## src/rtl/fpu_pkg.sv

```systemverilog
// Shared definitions for the FPU add scheduler: data width, FSM encoding and flag mask.
package fpu_pkg;

  // IEEE-754 single-precision operand/result width.
  localparam int unsigned XLEN = 32;

  // Scheduler FSM states.
  typedef enum logic [1:0] {
    StIdle,
    StIssue,
    StWait,
    StResp
  } state_e;

  // Width of the adder flag vector {exc, unf, ovf}.
  localparam int unsigned FlagW = 3;

  // Flags that fold into rsp_exc; ordered {exc, unf, ovf}.
  localparam logic [FlagW-1:0] FlagMask = 3'b111;

endpackage

```

## src/rtl/rr_arbiter.sv

```systemverilog
// Round-robin arbiter: one-hot grant to the first requester at or after the priority pointer.
module rr_arbiter #(
  parameter int unsigned NREQ = 4,
  parameter int unsigned IdxW = (NREQ > 1) ? $clog2(NREQ) : 1
) (
  input  logic [NREQ-1:0] req,
  input  logic [IdxW-1:0] ptr,
  output logic [NREQ-1:0] gnt,
  output logic [IdxW-1:0] gnt_idx
);

  // Scan from ptr upward, wrapping modulo NREQ; first active request wins.
  always_comb begin
    int unsigned idx;
    logic [IdxW-1:0] sel;
    logic found;
    gnt     = '0;
    gnt_idx = '0;
    found   = 1'b0;
    idx     = 0;
    sel     = '0;
    for (int unsigned i = 0; i < NREQ; i++) begin
      idx = (32'(ptr) + i) % NREQ;
      sel = IdxW'(idx);
      if (!found && req[sel]) begin
        found    = 1'b1;
        gnt[sel] = 1'b1;
        gnt_idx  = sel;
      end
    end
  end

endmodule

```

## src/rtl/fpu_add_scheduler.sv

```systemverilog
// Shares one external floating-point adder among NREQ requesters with round-robin arbitration.
module fpu_add_scheduler
  import fpu_pkg::*;
#(
  parameter int unsigned XLEN    = fpu_pkg::XLEN,
  parameter int unsigned NREQ    = 4,
  parameter int unsigned ADD_LAT = 1
) (
  input  logic                 clk,
  input  logic                 rst,
  input  logic [NREQ-1:0]      req_valid,
  output logic [NREQ-1:0]      req_ready,
  input  logic [NREQ*XLEN-1:0] req_a,
  input  logic [NREQ*XLEN-1:0] req_b,
  output logic [NREQ-1:0]      rsp_valid,
  input  logic [NREQ-1:0]      rsp_ready,
  output logic [XLEN-1:0]      rsp_data,
  output logic                 rsp_exc,
  output logic [XLEN-1:0]      add_a,
  output logic [XLEN-1:0]      add_b,
  input  logic [XLEN-1:0]      add_result,
  input  logic                 add_ovf,
  input  logic                 add_unf,
  input  logic                 add_exc,
  output logic                 busy
);

  localparam int unsigned IdxW = (NREQ > 1) ? $clog2(NREQ) : 1;
  // ADD_LAT is at most 4, so the countdown never exceeds 3.
  localparam int unsigned CntW = 2;

  state_e          state_q, state_d;
  logic [IdxW-1:0] ptr_q, ptr_d;
  logic [IdxW-1:0] owner_q, owner_d;
  logic [CntW-1:0] cnt_q, cnt_d;
  logic [XLEN-1:0] add_a_q, add_a_d;
  logic [XLEN-1:0] add_b_q, add_b_d;
  logic [XLEN-1:0] rsp_data_q, rsp_data_d;
  logic            rsp_exc_q, rsp_exc_d;

  logic [NREQ-1:0] gnt;
  logic [IdxW-1:0] gnt_idx;
  logic [XLEN-1:0] sel_a, sel_b;
  logic [NREQ-1:0] owner_oh;

  rr_arbiter #(
    .NREQ (NREQ),
    .IdxW (IdxW)
  ) u_arb (
    .req     (req_valid),
    .ptr     (ptr_q),
    .gnt     (gnt),
    .gnt_idx (gnt_idx)
  );

  // Select the granted requester's operand pair.
  always_comb begin
    sel_a = '0;
    sel_b = '0;
    for (int unsigned i = 0; i < NREQ; i++) begin
      if (gnt_idx == IdxW'(i)) begin
        sel_a = req_a[i*XLEN +: XLEN];
        sel_b = req_b[i*XLEN +: XLEN];
      end
    end
  end

  assign owner_oh = NREQ'(1) << owner_q;

  // Next-state logic, handshakes and capture of operands/results.
  always_comb begin
    state_d    = state_q;
    ptr_d      = ptr_q;
    owner_d    = owner_q;
    cnt_d      = cnt_q;
    add_a_d    = add_a_q;
    add_b_d    = add_b_q;
    rsp_data_d = rsp_data_q;
    rsp_exc_d  = rsp_exc_q;
    req_ready  = '0;
    unique case (state_q)
      StIdle: begin
        // Grant is only offered outside reset so req_ready reads zero while rst is high.
        if (!rst && (|gnt)) begin
          req_ready = gnt;
          add_a_d   = sel_a;
          add_b_d   = sel_b;
          owner_d   = gnt_idx;
          ptr_d     = (gnt_idx == IdxW'(NREQ - 1)) ? '0 : gnt_idx + 1'b1;
          state_d   = StIssue;
        end
      end
      StIssue: begin
        cnt_d   = CntW'(ADD_LAT - 1);
        state_d = StWait;
      end
      StWait: begin
        // Counter at zero marks the cycle the adder output is valid.
        if (cnt_q == '0) begin
          rsp_data_d = add_result;
          rsp_exc_d  = |({add_exc, add_unf, add_ovf} & FlagMask);
          state_d    = StResp;
        end else begin
          cnt_d = cnt_q - 1'b1;
        end
      end
      StResp: begin
        // Only the owner's rsp_ready completes the response.
        if (|(rsp_ready & owner_oh)) begin
          state_d = StIdle;
        end
      end
      default: state_d = StIdle;
    endcase
  end

  // State and datapath registers with synchronous reset.
  always_ff @(posedge clk) begin
    if (rst) begin
      state_q    <= StIdle;
      ptr_q      <= '0;
      owner_q    <= '0;
      cnt_q      <= '0;
      add_a_q    <= '0;
      add_b_q    <= '0;
      rsp_data_q <= '0;
      rsp_exc_q  <= 1'b0;
    end else begin
      state_q    <= state_d;
      ptr_q      <= ptr_d;
      owner_q    <= owner_d;
      cnt_q      <= cnt_d;
      add_a_q    <= add_a_d;
      add_b_q    <= add_b_d;
      rsp_data_q <= rsp_data_d;
      rsp_exc_q  <= rsp_exc_d;
    end
  end

  assign rsp_valid = (state_q == StResp) ? owner_oh : '0;
  assign rsp_data  = rsp_data_q;
  assign rsp_exc   = rsp_exc_q;
  assign add_a     = add_a_q;
  assign add_b     = add_b_q;
  assign busy      = (state_q != StIdle);

endmodule

```

## config.mk

```make
export PLATFORM = sky130hd
export DESIGN_NAME = fpu_add_scheduler
export DESIGN_NICKNAME = d
export VERILOG_FILES = /design/src/rtl/fpu_pkg.sv /design/src/rtl/rr_arbiter.sv /design/src/rtl/fpu_add_scheduler.sv
export SDC_FILE = /design/constraint.sdc
export NUM_CORES = 1
export LEC_CHECK = 0
export CORE_AREA = 3 3 157 159
export CTS_BUF_LIST = sky130_fd_sc_hd__clkbuf_8
export CTS_CLUSTER_SIZE = 14
export DETAILED_ROUTE_END_ITERATION = 10
export DIE_AREA = 0 0 160 162
export GPL_TIMING_DRIVEN = 1
export PLACE_DENSITY_LB_ADDON = 0.1
export REMOVE_ABC_BUFFERS = 1
export SYNTH_ARGS = -nofsm -noshare
export SYNTH_HDL_FRONTEND = slang
export SYNTH_SLANG_ARGS = --single-unit
```

## constraint.sdc

```tcl
create_clock -name clk -period 3.8 [get_ports clk]
set_input_delay 0.38 -clock clk [delete_from_list [all_inputs] [get_ports clk]]
set_output_delay 0.38 -clock clk [all_outputs]
set_load 0.005 [all_outputs]
```

==> flow_summary.yaml, run 1 <==
logic_synthesis:
  yosysTopAreaCellShare_pct: 30.9
  syn_area_per_cell_um2: 7.40
  synth_area_um2: 6800
  synth-seq-area-share_pct: 30.9
  yosys-top-cells-area: "dfxtp_1 (31%), a211oi_2 (11%), nand2_1 (11%)"
  synthArstFlopShare_pct: 0
  synth-seq-cells: 105
  synth_edf_count: 0
  yosysMostFrequentCell: "nand2_1"
  synth_cell_types: 45
  ys_top_cells_by_count: "nand2_1 (197), nor2_1 (152), dfxtp_1 (105)"
  yosys_warnings: 0
  synthFlopType: "dfxtp_1"
  synthCells: 919
  yosysTopAreaCell: "dfxtp_1"
worst_hold_path:
  hold_end: "rsp_data[15]"
  min_from: "rsp_data[15]"
  hold_class: "reg -> reg"
  whs_path_depth: 2
sta:
  fin_crit_sh_pct: 94.2
  rsz0062_at_grt: "no"
  skew_ps: 17.8
  fin_hold_ws_ps: 460
  tightest_slew_ps: 838
  setup-tns-final_ps: 0
  hold_viol_final: 0
  slew_viol_final: 0
  finalSetupViolations: 0
  setup_ws_ps: 219
  fin_crit_ps: 3580
  relSlewSlack_pct: 44.1
  fmax_mhz: 279
worst_setup_path:
  path_class: "reg -> out"
  r2r_cells: 14
  critical-path-top-delay-family: "compound AO/OA/AOI/OAI gates"
  crit_slowest_cell: "clkdlybuf4s50_1"
  cp.arrival_ps: 3200
  worstSetupStartpointType: "register"
  rr_startpoint: "ptr_q[0]"
  end_kind: "primary output"
  slowest_delay_ps: 470
  ff2ff_setup_slack_ps: 370
  path_buf_inv: 3
  path_depth: 9
  crit_required_ps: 3420
  cp_cell_sequence: "inv_1 > ha_1 > buf_4 > mux2i_1 > o22ai_1 > a211oi_1 > a2bb2oi_1 > nor2_1 > clkdlybuf4s50_1"
  r2r-end: "add_a[13]"
  crit_path_max_fanout: 10
place:
  place_congestion: 0.820
  dp.cells: 1595
  post-dp-hpwl_um: 21900
  pre_cts_ws_ps: 181
  portBuffers: 406
routing:
  num_vias: 7601
  dr.pass1.iters: 4
  wire_per_inst_um: 17.6
  drcViolationCount: 0
  initialDrtViolationCount: 419
  drt-total-wl_um: 28400
  viasPerCell: 4.72
  ant_nets: 0
power_and_ir_drop:
  total_power_uw: 8270
  p_per_area_nw_per_um2: 716
  leakage_uw: 0.00413
  vdd_drop_max_uv: 401
die:
  start_util_pct: 29.1
  rows: 56
  die_area_um2: 25900
  die_h_um: 162
  io_pins: 407
  die_w_um: 160
  core_um2: 23400
run:
  drv_cap: 0
cts:
  htreeDepth: 3
  cts_tree: "built"
  cts.sinks: 105
  postCtsResizedCells: 0
  cts.reportedPaths.clkPinSlew_ps: 110
  clk-insertion-delay-late_ps: 390
  clockRootBuffer: "clkbuf_8"
  clock_path_buffers: 2
  cts-hold-fix-buffers: 0
  cts_setup_buffers: 0
  numCtsBuffers: 9
final_layout:
  nFillCells: 2325
  area_delta_synth_final_pct: 69.7
  stdcell_count: 1612
  nets: 1603
  layout-drive-gt1-share_pct: 9.44
grt:
  grt_pass1_wl_um: 43000
  grt.total_usage_pct: 21.0
  grt.overflow.total: 0
  grt_max_degree: 62
  antenna_found_initial: 2
  grt_pass1_vias: 7360
run_status:
  status: "finished clean"
-- metrics by stage --
step / util, % / cell area [um2]
3_3_place_gp: 48.4 / 11300
5_1_grt: 49.3 / 11500
2_1_floorplan: - / 6440
4_1_cts: 49.3 / 11500
6_report: 49.3 / 11500
3_5_place_dp: 48.4 / 11300
-- cells in the final DEF, fill, tap and decap left out, types with 11 or more instances in the layout --
cell type,netlist,layout
buf_12,0,11
inv_1,11,11
o21ai_0,64,64
nor2_1,152,152
ha_1,15,11
mux2i_1,71,71
nand2_1,197,197
buf_4,2,23
clkdlybuf4s50_1,0,405
a21oi_1,99,99
a211oi_2,60,60
dfxtp_1,105,105
-- logic make-up after synthesis --
family	Yosys count	share of synthesized area [%]
AO/OA/AOI/OAI	257	27.2
adder cells (fa/ha/maj)	15	2.76
multiplexers	75	11.4
AND/OR/NAND/NOR	374	21.8
buffers and inverters	93	5.96
flip-flops	105	30.9
-- registers in the layout (all words and copies together), names as in the netlist --
register and cells:
owner_q 2, cnt_q 2, add_b 32, rsp_data 32, ptr_q 2, rsp_exc 1
add_a 32, state_q 2
-- power by group --
| group | total [uW] | internal (uW) | switching [uW] |
|---|---|---|---|
| sequential | 1630 | 1450 | 184 |
| combinational | 5860 | 2690 | 3170 |
| clock | 772 | 321 | 451 |
| total | 8270 | 4460 | 3800 |
-- tightest hold or removal path, stage by stage (launching register included) --
cell and delay (ps):
dfxtp_1 320, nand2_1 50, a21oi_1 50
-- cell type report --
class	instances	area (um2)	area share (%)
Clock inverter	7	83.8	0.726
Timing Repair Buffer	439	4450	38.5
Inverter	11	41.3	0.358
Antenna cell	1	2.50	0.0217
Multi-Input combinational cell	721	4350	37.6
Tap cell	319	399	3.46
Clock buffer	9	124	1.07
Sequential cell	105	2100	18.2
-- worst max path at each step --
stage,slack [ps],start,end
4_1_cts,170,ptr_q[0],req_ready[2]
6_report,220,ptr_q[0],req_ready[2]
3_5_place_dp,180,req_valid[2],add_a[31]
3_3_place_gp,230,req_valid[2],add_a[31]
2_1_floorplan,-3100,ptr_q[0],owner_q[0]
5_1_grt,40,ptr_q[0],req_ready[2]
-- per-layer routing --
layer / routed length [um] / vias to the layer above / GRT usage [%]
li1: - / 3881 / -
met1: 11300 / 3411 / 24.4
met2: 13800 / 281 / 36.3
met3: 2820 / 26 / 8.44
met4: 485 / 2 / 5.17
met5: 12 / - / 0
No activity file was read; power rests on OpenSTA's default activity.
==> inputs of run 2 (changes only) <==
--- a/config.mk
+++ b/config.mk
@@ -11,6 +11,7 @@
 export DETAILED_ROUTE_END_ITERATION = 10
 export DIE_AREA = 0 0 160 162
 export GPL_TIMING_DRIVEN = 1
+export HOLD_SLACK_MARGIN = 0.06
 export PLACE_DENSITY_LB_ADDON = 0.1
 export REMOVE_ABC_BUFFERS = 1
 export SYNTH_ARGS = -nofsm -noshare
==> results of run 2 <==
No change in the layout: final DEF, timing and power equal those of run 1.
